$ cat config.mk
export PLATFORM = sky130hd
export DESIGN_NAME = uart_tx_arbiter
export DESIGN_NICKNAME = d
export VERILOG_FILES = /design/src/rtl/uart_tx_arbiter.sv
export SDC_FILE = /design/constraint.sdc
export NUM_CORES = 1
export LEC_CHECK = 0
export ABC_CLOCK_PERIOD_IN_PS = 1480
export CAP_MARGIN = 25
export CORE_MARGIN = 2
export CORE_UTILIZATION = 42
export DETAILED_ROUTE_END_ITERATION = 7
export HOLD_SLACK_MARGIN = 0.06
export PLACE_DENSITY = 0.76
export SLEW_MARGIN = 10
export SYNTH_ARGS = -nofsm -noshare
export SYNTH_HDL_FRONTEND = slang
export SYNTH_SLANG_ARGS = --single-unit
$ cat constraint.sdc
create_clock -name clk -period 1.48 [get_ports clk]
set_input_delay 0.148 -clock clk [delete_from_list [all_inputs] [get_ports clk]]
set_output_delay 0.148 -clock clk [all_outputs]
set_load 0.02 [all_outputs]
$ cat src/rtl/uart_tx_arbiter.sv
// Round-robin arbiter sharing one uart_tx between NREQ message sources.
// Optional: define UART_TX_ARBITER_CRLF_EN to append 8'h0D 8'h0A after every message.
module uart_tx_arbiter #(
    parameter int NREQ   = 2,
    parameter int NBYTES = 4,
    parameter int CW     = 3
) (
    input  logic                     clk,
    input  logic                     rst_n,
    input  logic [NREQ-1:0]          req,
    input  logic [NREQ*CW-1:0]       req_cnt,
    input  logic [NREQ*NBYTES*8-1:0] req_buf,
    output logic [NREQ-1:0]          gnt,
    output logic                     busy,
    output logic                     tstart,
    output logic [7:0]               tbus,
    input  logic                     tready
);

    localparam int PW = (NREQ > 1) ? $clog2(NREQ) : 1;
    localparam int IW = $clog2(NBYTES + 2);
    localparam int TW = $clog2(NBYTES + 3);
`ifdef UART_TX_ARBITER_CRLF_EN
    localparam int TAIL = 2;
`else
    localparam int TAIL = 0;
`endif

    typedef enum logic [2:0] {
        IDLE,
        LOAD,
        SEND,
        WAIT_LO,
        WAIT_HI
    } state_t;

    state_t                state;
    logic [PW-1:0]         ptr;
    logic [PW-1:0]         win;
    logic [PW-1:0]         pick;
    logic [PW-1:0]         cand;
    logic                  pick_vld;
    logic [CW-1:0]         cnt_sel;
    logic [TW-1:0]         cnt_eff;
    logic [TW-1:0]         total;
    logic [TW-1:0]         n_total;
    logic [TW-1:0]         idx_inc;
    logic [IW-1:0]         idx;
    logic [NBYTES*8-1:0]   shreg;
    logic [7:0]            next_byte;

    // Descending offset scan so the smallest offset from ptr (highest priority) is assigned last.
    // NOTE: every always_comb output gets a default before any branch; otherwise a latch is inferred.
    always_comb begin
        pick     = ptr;
        pick_vld = 1'b0;
        cand     = '0;
        for (int off = NREQ; off >= 1; off--) begin
            cand = PW'((int'(ptr) + off) % NREQ);
            if (req[cand]) begin
                pick     = cand;
                pick_vld = 1'b1;
            end
        end
    end

    always_comb begin
        cnt_sel = req_cnt[int'(win)*CW +: CW];
        cnt_eff = (int'(cnt_sel) > NBYTES) ? TW'(NBYTES) : TW'(cnt_sel);
        total   = cnt_eff + TW'(TAIL);
        idx_inc = TW'(idx) + TW'(1);
    end

    always_comb begin
        next_byte = shreg[NBYTES*8-1 -: 8];
`ifdef UART_TX_ARBITER_CRLF_EN
        if (TW'(idx) == n_total - TW'(2))
            next_byte = 8'h0D;
        else if (TW'(idx) == n_total - TW'(1))
            next_byte = 8'h0A;
`endif
    end

    // NOTE: state is updated with non-blocking assignments only, so every branch sees pre-edge values.
    always_ff @(posedge clk or negedge rst_n) begin
        if (!rst_n) begin
            state   <= IDLE;
            ptr     <= PW'(NREQ - 1);
            win     <= '0;
            gnt     <= '0;
            busy    <= 1'b0;
            tstart  <= 1'b0;
            tbus    <= 8'h00;
            shreg   <= '0;
            n_total <= '0;
            idx     <= '0;
        end else begin
            gnt    <= '0;
            tstart <= 1'b0;
            case (state)
                IDLE: begin
                    if (pick_vld) begin
                        win   <= pick;
                        state <= LOAD;
                    end
                end
                LOAD: begin
                    // A source that dropped req before its grant has withdrawn.
                    if (!req[win]) begin
                        state <= IDLE;
                    end else begin
                        gnt     <= NREQ'(1) << win;
                        ptr     <= win;
                        shreg   <= req_buf[int'(win)*NBYTES*8 +: NBYTES*8];
                        n_total <= total;
                        idx     <= '0;
                        busy    <= (total != '0);
                        state   <= (total != '0) ? SEND : IDLE;
                    end
                end
                SEND: begin
                    if (tready) begin
                        tstart <= 1'b1;
                        tbus   <= next_byte;
                        shreg  <= shreg << 8;
                        state  <= WAIT_LO;
                    end
                end
                WAIT_LO: begin
                    if (!tready)
                        state <= WAIT_HI;
                end
                WAIT_HI: begin
                    if (tready) begin
                        idx <= idx + IW'(1);
                        if (idx_inc == n_total) begin
                            busy  <= 1'b0;
                            state <= IDLE;
                        end else begin
                            state <= SEND;
                        end
                    end
                end
                default: state <= IDLE;
            endcase
        end
    end

endmodule

Yosys cells after proc, flatten, opt, wreduce, memory -nomap -nowiden
Cells that the tools add are included.
W data, S select, Z words.

word-level totals
  bits in registers = 55
  bits of input ports = 75
  output and inout port bits = 12
  word-level logic and storage cells = 76

cells by class
  add/subtract/negate cells = 3
  multipliers = 1
  $lt $le $gt $ge = 4
  eq/ne operators = 11
  shifts and indexed selects = 3
  multiplexer cells = 33
  reductions and logical operators = 11

operators by type and width
  kind                   count
  $mux W32               2
  $pmux W32 S2           1
  $shiftx A64 B7 Y32     1
  $mux W3                7
  $mux W1                15
  $pmux W3 S5            1
  $ne A2 B2 Y1 const B   6
  $mux W2                5
  $reduce_and A4 Y1      2
  $eq A3 B2 Y1 const B   2
  $lt A1 B2 Y1 const B   3
  $pmux W3 S2            1
  $reduce_and A2 Y1      3
  $reduce_and A3 Y1      2
  $shiftx A6 B4 Y3       1
  $reduce_bool A2 Y1     2
  $add A3 B1 Y3 const B  1
  $eq A3 B1 Y1 const B   1
  $eq A3 B3 Y1           1
  $eq A3 B3 Y1 const B   1
  $gt A3 B3 Y1 const B   1
  $logic_not A3 Y1       1
  $mul A1 B2 Y3 const B  1
  $reduce_bool A3 Y1     1
  other kinds (3)        4

Depth between registers and ports, before layout
Gate-level depths: netlist of run 1.

  depth after elaboration = 8
  depth in mapped cells = 9
  gate-level depth less buffers = 6

Worst setup path before layout of run 1
No wires, ideal clock.

  path kind = flip-flop to flip-flop
  start point = register state[0]
  end point = register shreg[10]
  setup time = 0.124 ns
  arrival = 1.520 ns
  required time = 1.356 ns
  setup slack = -0.164 ns
  stages on the path, launching flop included = 10
  path buffers = 4
  period minus slack after synthesis = 1.644 ns
  cells stage by stage = dfrtp_1 clkbuf_1 or3_1 buf_4 inv_6 a21oi_2 buf_6 buf_6 nand2_1 o21ai_1

between the ends
  cells in the longest elaborated chain, start to end = 3
  elaborated cells between the ends (all ways) = 7
  classes of those cells = eq/ne: 4; mux: 1; reduce/logical: 2

RTL lines
  item                                                                 RTL line  source
  from (decl)                                                          37        state_t state;
  from (signal assigned)                                               118       state <= (total != '0) ? SEND : IDLE;
  $eq A3 B1 Y1 / $eq A3 B2 Y1 (equally long branches)                  100       case (state)
  $ne A2 B2 Y1 (no line) / $reduce_bool A2 Y1 (equally long branches)  n/a
  $reduce_and A3 Y1 (no line)                                          n/a
  to (signal assigned)                                                 114       shreg <= req_buf[int'(win)*NBYTES*8 +: NBYTES*8];
  to (signal assigned)                                                 125       shreg <= shreg << 8;
  to (decl)                                                            49        logic [NBYTES*8-1:0] shreg;

Several ways; a longest one is shown, not always the timed one.
A chain may end at the register's enable or synchronous reset.

Worst setup path after layout of run 1
  start point = register state[2]
  end point = register shreg[16]

The elaborated chain is that of the path after synthesis.

==> results of run 1 <==
==> registers in the layout, summed over array words and instances, names as in the netlist <==
name	count
state	3
tstart	1
shreg	32
n_total	3
tbus	8
win	1
gnt	2
ptr	1
idx	3
busy	1
==> kinds of logic (layout without fill, tap and decap cells) <==
logic type                 Yosys count  after routing  share of synthesized area, %
xor gates and xnor gates             3              3                          1.43
DFF                                 55             55                          49.3
and+or+nand+nor                    104            104                          16.4
muxes                               37             37                          13.4
adders and majority gates            1              1                         0.448
AOI/OAI and AO/OA                   75             78                          14.4
buffers and inverters               24            148                          4.66
==> metal layers <==
layer  vias up  share of wire, %  global-route usage (%)
li1       1289                 -                       -
met1      1353                39                    27.7
met2       109                53                    36.2
met3        15               6.7                    3.95
met4         0               1.6                    8.08
met5         -                 0                       0
==> final cells by class <==
cell class                 instances  share of cell area, %
clock buffer                       7                   1.63
tap                               77                   2.06
sequential                        55                   29.5
inverter                           3                  0.402
timing repair buffer             137                   31.6
multi-input combinational        223                   34.1
clock inverter                     1                  0.643
==> worst max path at each step <==
| stage | startpoint | end | slack, ns |
|---|---|---|---|
| finish | state[2] | shreg[16] | -0.14 |
| CTS | state[0] | idx[2] | -0.07 |
| detailed placement | req[1] | shreg[22] | -0.62 |
| global route | state[2] | shreg[13] | -0.20 |
| global placement | tready | shreg[22] | -0.57 |
| floorplan | state[2] | shreg[30] | -0.10 |
==> cells in the mapped netlist (2+ instances only) <==
cell	count
nand3_1	9
o21ai_0	40
nor2b_1	3
clkbuf_1	10
mux2_2	3
buf_2	6
o31ai_1	2
a21oi_1	6
inv_1	2
o21ai_1	20
mux2i_1	34
dfrtp_1	54
or3_1	2
nor3_1	2
nand2_1	77
buf_6	3
nor2_1	3
==> worst max-delay path, stage by stage, from the launching register on <==
cell,delay (ns)
dfrtp_1,0.42
buf_6,0.13
or3b_4,0.51
buf_16,0.20
nand2_4,0.05
o21ai_2,0.05
o21ai_1,0.17
==> repair_timing <==
item	4_1_cts	5_1_grt
buffers inserted	15	6
gates cloned	6	5
hold buffers	1	0
pin swaps	6	20
endpoints found under the hold margin	54	0
endpoints found under the setup margin	38	45
resized for setup	50	81
==> stage by stage <==
| step | total power, W | setup TNS (ns) |
|---|---|---|
| floorplan | 0.00500 | -2.19 |
| global placement | 0.00588 | -16.90 |
| detailed placement | 0.00601 | -18.03 |
| CTS | 0.00806 | -0.964 |
| global route | 0.00990 | -4.55 |
| finish | 0.00937 | -2.90 |
==> where the power goes <==
| part | switching (W) | internal (W) | total [W] |
|---|---|---|---|
| combinational | 0.00290 | 0.00288 | 0.00577 |
| clock | 0.000500 | 0.000507 | 0.00101 |
| sequential | 0.000432 | 0.00216 | 0.00259 |
==> qor.csv, run 1 <==
stage,metric,value,unit
synthesis,postSynthCellCount,299,
synthesis,synth.net_count,375,
global_route,grt_pass1_wl,12400,µm
clocking,root_buffer,clkbuf_8,
detailed_routing,wl_per_cell,17.6,µm
run_status,violations,setup timing,
sta,hold_viol,0,
synthesis,ys_ff_latch,55,
finish,nets,501,
global_route,overflow,0,
sta,finalCritPeriodShare,109,%
global_route,gr-usage-all-layers,21.5,%
clocking,clk_latency,0.32,ns
setup_path,arrival,1.86,ns
clocking,htreeDepth,2,
setup_path,crit_path_end_kind,flip-flop,
synthesis,synth_flop_cell,dfrtp_1,
finish,layout_commonest_cell,clkdlybuf4s50_1,
run_status,status,"finished, violations left",
clocking,cts_sinks,55,
synthesis,ys_types,40,
place,io_buffers,86,
setup_path,timing.rr.start,state[2],
global_route,first_global_vias,2622,
clocking,cts_buffers,5,
finish,num_antenna_cells,0,
detailed_routing,avgViaCountPerCell,5.50,
sta,fin_ws,-0.137,ns
finish,multi_input_comb_area,1590,µm²
finish,postLayoutCellArea,4670,µm²
sta,period_minus_slack,1.62,ns
synthesis,syn_area,2790,µm²
setup_path,r2r_slack,-0.14,ns
hold_path,hold_path_class,input port to asynchronous set/reset pin,
finish,nFillCells,442,
detailed_routing,drt.antenna.violating_nets,0,
synthesis,synth_edf_count,0,
die,die_w,85.5,µm
finish,seqCellArea,1380,µm²
sta,rsz0062_at_grt,true,
sta,slew_viol_final,0,
finish,drive_above_1_share,27.2,%
synthesis,ys_async_sr_fraction,100,%
sta,fmax,618,MHz
setup_path,start_kind,flip-flop,
die,rows,29,
setup_path,r2r_end,shreg[16],
die,dieArea,7320,µm²
sta,clock_skew,0.0133,ns
global_route,antenna_found_initial,0,
place,place_area,3830,µm²
die,start_util,43.7,%
sta,slew_headroom,74.3,%
sta,whs,0.344,ns
pwr,p_per_area,2000,nW/µm²
place,post-place-ws,-0.618,ns
clocking,clkTransAtPathRegs,0.10,ns
setup_path,crit_fanout,7,
clocking,cts_tree,done,
sta,tightestPinTransition,0.385,ns
synthesis,yosysWarnings,0,
detailed_routing,drtIter0Drc,242,
pwr,p_leak,2.20,nW
detailed_routing,vias,2766,
pwr,max-vdd-ir-drop,1.05,mV
detailed_routing,dr.pass1.iters,4,
setup_path,reg2regPathDepth,6,
detailed_routing,drt_wl_total,8850,µm
sta,setup-violations-final,37,
synthesis,yosys.area.top_type_share,48.4,%
global_route,grt_max_degree,56,
finish,final_cell_mix,"clkdlybuf4s50_1, nand2_1, dfrtp_1, o21ai_1, mux2i_1",
place,dp_hpwl,4450,µm
die,dieHeight,85.5,µm
synthesis,synth.largest_area_cell,dfrtp_1,
detailed_routing,route.detailed.drc,0,
synthesis,avgSynthCellArea,9.34,µm²
finish,final_core_util,73.2,%
clocking,cts_max_path_buffers,2,
setup_path,crit_type,flip-flop to flip-flop,
synthesis,yosys-top-cells-area,"dfrtp_1, mux2i_1, nand2_1, o21ai_0, o21ai_1",
place,dp.cells,462,
die,num_io_pins,87,
finish,synthToLayoutAreaGrowth,67.3,%
die,core_area,6390,µm²
setup_path,crit_required,1.72,ns
synthesis,synth-seq-area-share,49.3,%
place,place.gp.congestion,0.763,
job,drv_cap,0,
finish,instances_no_fill,503,
No activity file was read; power rests on OpenSTA's default activity.
==> run 2, diff against run 1 <==
==> config.mk (replaced) <==
export PLATFORM = sky130hd
export DESIGN_NAME = uart_tx_arbiter
export DESIGN_NICKNAME = d
export VERILOG_FILES = /design/src/rtl/uart_tx_arbiter.sv
export SDC_FILE = /design/constraint.sdc
export NUM_CORES = 1
export LEC_CHECK = 0
export ABC_AREA = 1
export ABC_CLOCK_PERIOD_IN_PS = 1480
export CAP_MARGIN = 25
export CORE_MARGIN = 2
export CORE_UTILIZATION = 43
export DETAILED_ROUTE_END_ITERATION = 7
export HOLD_SLACK_MARGIN = 0.06
export PLACE_DENSITY = 0.77
export SLEW_MARGIN = 20
export SYNTH_ARGS = -nofsm -noshare
export SYNTH_HDL_FRONTEND = slang
export SYNTH_SLANG_ARGS = --single-unit
==> run 2 against run 1 <==
- the flow now finishes without violations
- combinational power fell by 27%
- core utilization fell by 10 points
- non-clock buffer count fell by 23
==> qor.csv, run 2 <==
stage,metric,value,unit,change
run_status,status,"complete, no violations",,
place,place.gp.congestion,0.868,,+14%
die,die_w,87.1,µm,+1.8%
finish,instances_no_fill,560,,+11%
die,dieArea,7590,µm²,+3.7%
sta,finalCritPeriodShare,96.9,%,-12 points
clocking,cts_buffers,5,,unchanged
pwr,p_leak,2.05,nW,-6.9%
synthesis,avgSynthCellArea,7.82,µm²,-16%
synthesis,ys_ff_latch,55,,unchanged
sta,slew_headroom,74.4,%,+0.15 points
sta,tightestPinTransition,0.384,ns,-0.00142 ns
clocking,root_buffer,clkbuf_8,,
sta,rsz0062_at_grt,true,,
global_route,overflow,0,,unchanged
setup_path,crit_end,shreg[7],,
finish,synthToLayoutAreaGrowth,42.7,%,
sta,clock_skew,0.0117,ns,-0.00167 ns
pwr,p_switching,0.00316,W,-17%
setup_path,r2r_end,shreg[7],,
detailed_routing,wl_per_cell,12.2,µm,-30%
die,rows,30,,+3.4%
global_route,gr-usage-all-layers,18.7,%,-2.8 points
synthesis,yosys.area.top_type_share,45.5,%,-2.9 points
pwr,clockPowerShare,11.2,%,+0.4 points
finish,layout_commonest_cell,nand2_1,,
clocking,htreeDepth,2,,unchanged
synthesis,ys_async_sr_fraction,100,%,unchanged
place,dp.cells,545,,+18%
setup_path,reg2regPathDepth,7,,+1
synthesis,synth.most_common_cell,nand2_1,,
detailed_routing,drtIter0Drc,144,,-40%
detailed_routing,avgViaCountPerCell,4.93,,-10%
setup_path,crit_buf_inv,3,,+1
place,dp_hpwl,5040,µm,+13%
synthesis,synth_flop_cell,dfrtp_1,,
setup_path,cp_top_family,simple AND/OR/NAND/NOR gates,,
synthesis,yosysWarnings,0,,unchanged
synthesis,synth-seq-area-share,46.4,%,-3.0 points
setup_path,timing.rr.start,state[0],,
die,core_area,6760,µm²,+5.8%
finish,seqCellArea,1380,µm²,unchanged
setup_path,crit_top_cell,buf_4,,
finish,regMostFlops,shreg,,
synthesis,yosys-top-cells-area,"dfrtp_1, nand2_1, nand3_1, o21ai_0, a21oi_2",,
global_route,grt_max_degree,57,,+1.8%
setup_path,crit_type,flip-flop to flip-flop,,
hold_path,hold_path_class,input port to asynchronous set/reset pin,,
finish,top_regs,"shreg x32, tbus x8",,
global_route,first_global_vias,2575,,-1.8%
setup_path,crit_fanout,8,,+1
sta,setup-violations-final,0,,-100%
setup_path,start_kind,flip-flop,,
die,num_io_pins,87,,unchanged
clocking,cts_tree,done,,
pwr,p_per_area,1780,nW/µm²,-11%
detailed_routing,route.detailed.drc,0,,unchanged
synthesis,synth.net_count,456,,+22%
clocking,clk_latency,0.32,ns,about the same
setup_path,crit_path_top_delay_cell,dfrtp_2,,
global_route,antenna_found_initial,0,,unchanged
synthesis,ys_types,26,,-35%
synthesis,synth.largest_area_cell,dfrtp_1,,
synthesis,synth_common_cells,"nand2_1, dfrtp_1, nand3_1",,
detailed_routing,dr.pass1.iters,4,,unchanged
detailed_routing,drt_wl_total,6850,µm,-23%
pwr,design_power_total,0.00756,W,-19%
setup_path,r2r_slack,0.05,ns,+0.18 ns
detailed_routing,drt.antenna.violating_nets,0,,unchanged
finish,drive_above_1_share,14.6,%,-13 points
synthesis,syn_area,2970,µm²,+6.4%
setup_path,cp_cell_sequence,"inv_2, nor3_2, nand2_2, buf_4, buf_4, nand3_1, nand2_1",,
sta,period_minus_slack,1.43,ns,-0.183 ns
synthesis,postSynthCellCount,380,,+27%
finish,nFillCells,586,,+33%
finish,largest_register_ffs,32,,unchanged
setup_path,crit_required,1.69,ns,-0.03 ns
setup_path,crit_path_end_kind,flip-flop,,
pwr,seq_power_share,33.0,%,+5.4 points
setup_path,slowest_delay,0.42,ns,-0.09 ns
synthesis,synth_edf_count,0,,unchanged
setup_path,path_depth,7,,+1
die,start_util,44.0,%,+0.23 points
job,drv_cap,0,,unchanged
die,dieHeight,87.1,µm,+1.8%
finish,nets,555,,+11%
pwr,p_comb_share,55.8,%,-5.8 points
sta,slew_viol_final,0,,unchanged
setup_path,startpoint,state[0],,
clocking,cts_max_path_buffers,2,,unchanged
sta,fmax,697,MHz,+13%
place,io_buffers,86,,unchanged
finish,final_cell_mix,"nand2_1, clkdlybuf4s50_1, dfrtp_1, nand3_1, o21ai_0",,
clocking,clkTransAtPathRegs,0.10,ns,about the same
clocking,cts_sinks,55,,unchanged
detailed_routing,vias,2762,,-0.14%
finish,num_antenna_cells,0,,unchanged
global_route,grt_pass1_wl,11400,µm,-8.4%
finish,multi_input_comb_area,1340,µm²,-16%
setup_path,arrival,1.64,ns,-0.22 ns
pwr,swShare,41.8,%,+0.93 points
pwr,p_int,0.00440,W,-21%
pwr,max-vdd-ir-drop,1.08,mV,+3.0%
sta,hold_viol,0,,unchanged
==> run 2: power groups by stage <==
stage | Clock, W | Sequential, W | Combinational, W
final | 0.000846 | 0.00249 | 0.00422
after CTS | 0.000874 | 0.00248 | 0.00407
after floorplan | 0 | 0.00262 | 0.00262
after detailed placement | 0 | 0.00251 | 0.00405
after global placement | 0 | 0.00249 | 0.00394
after global routing | 0.000939 | 0.00258 | 0.00474
==> run 2: final cells by class <==
class / count / area share, %
sequential: 55 / 32.6
multi-input combinational: 270 / 31.7
timing repair buffer: 114 / 28.2
inverter: 33 / 2.98
tap: 80 / 2.36
clock buffer: 5 / 1.62
clock inverter: 3 / 0.561
==> run 2: through the flow <==
step / cell area [µm²] / setup TNS (ns) / setup slack, ns / hold slack (ns) / utilization, %
after CTS: 4120 / 0 / 0.00233 / 0.278 / 60.9
after global placement: 4020 / -1.42 / -0.0606 / 0.0837 / 59.4
after detailed placement: 4020 / -2.06 / -0.108 / 0.0897 / 59.4
after global routing: 4240 / -0.108 / -0.0369 / 0.314 / 62.7
final: 4240 / 0 / 0.0459 / 0.273 / 62.7
after floorplan: 2970 / 0 / 0.170 / -0.148 / -
==> run 2: worst min path at each step <==
| stage | slack, ns | cells past startpoint | endpoint | from |
|---|---|---|---|---|
| after floorplan | -0.15 | 0 | busy | rst_n |
| after global placement | 0.08 | 1 | gnt[0] | rst_n |
| after detailed placement | 0.09 | 1 | gnt[0] | rst_n |
| after CTS | 0.28 | 2 | n_total[1] | rst_n |
| after global routing | 0.31 | 2 | idx[0] | rst_n |
| final | 0.27 | 2 | idx[0] | rst_n |
==> run 2: kinds of logic after synthesis <==
logic type	share of synthesized area, %
AOI/OAI and AO/OA	15.7
adders and majority gates	0.421
buffers and inverters	9.52
DFF	46.4
and+or+nand+nor	28.0
==> run 2: layer usage <==
metal	global-route usage, %	vias to the layer above	wire, µm
met5	0	-	0
met4	3.78	0	59
met3	3.70	5	421
met2	31.2	85	3330
met1	25.4	1234	3040
li1	-	1438	-
==> run 2: what timing repair did <==
| item | in CTS | in global routing |
|---|---|---|
| buffers inserted | 0 | 5 |
| resized for setup | 0 | 17 |
| endpoints found under the hold margin | 15 | 0 |
| hold buffers | 1 | 0 |
| setup endpoints to repair | 0 | 26 |
==> run 2: worst register-to-register path, cell delays in order, from the launching register on <==
cell     delay, ns
dfrtp_2       0.42
inv_2         0.05
nor3_2        0.23
nand2_2       0.17
buf_4         0.17
buf_4         0.15
nand3_1       0.08
nand2_1       0.06
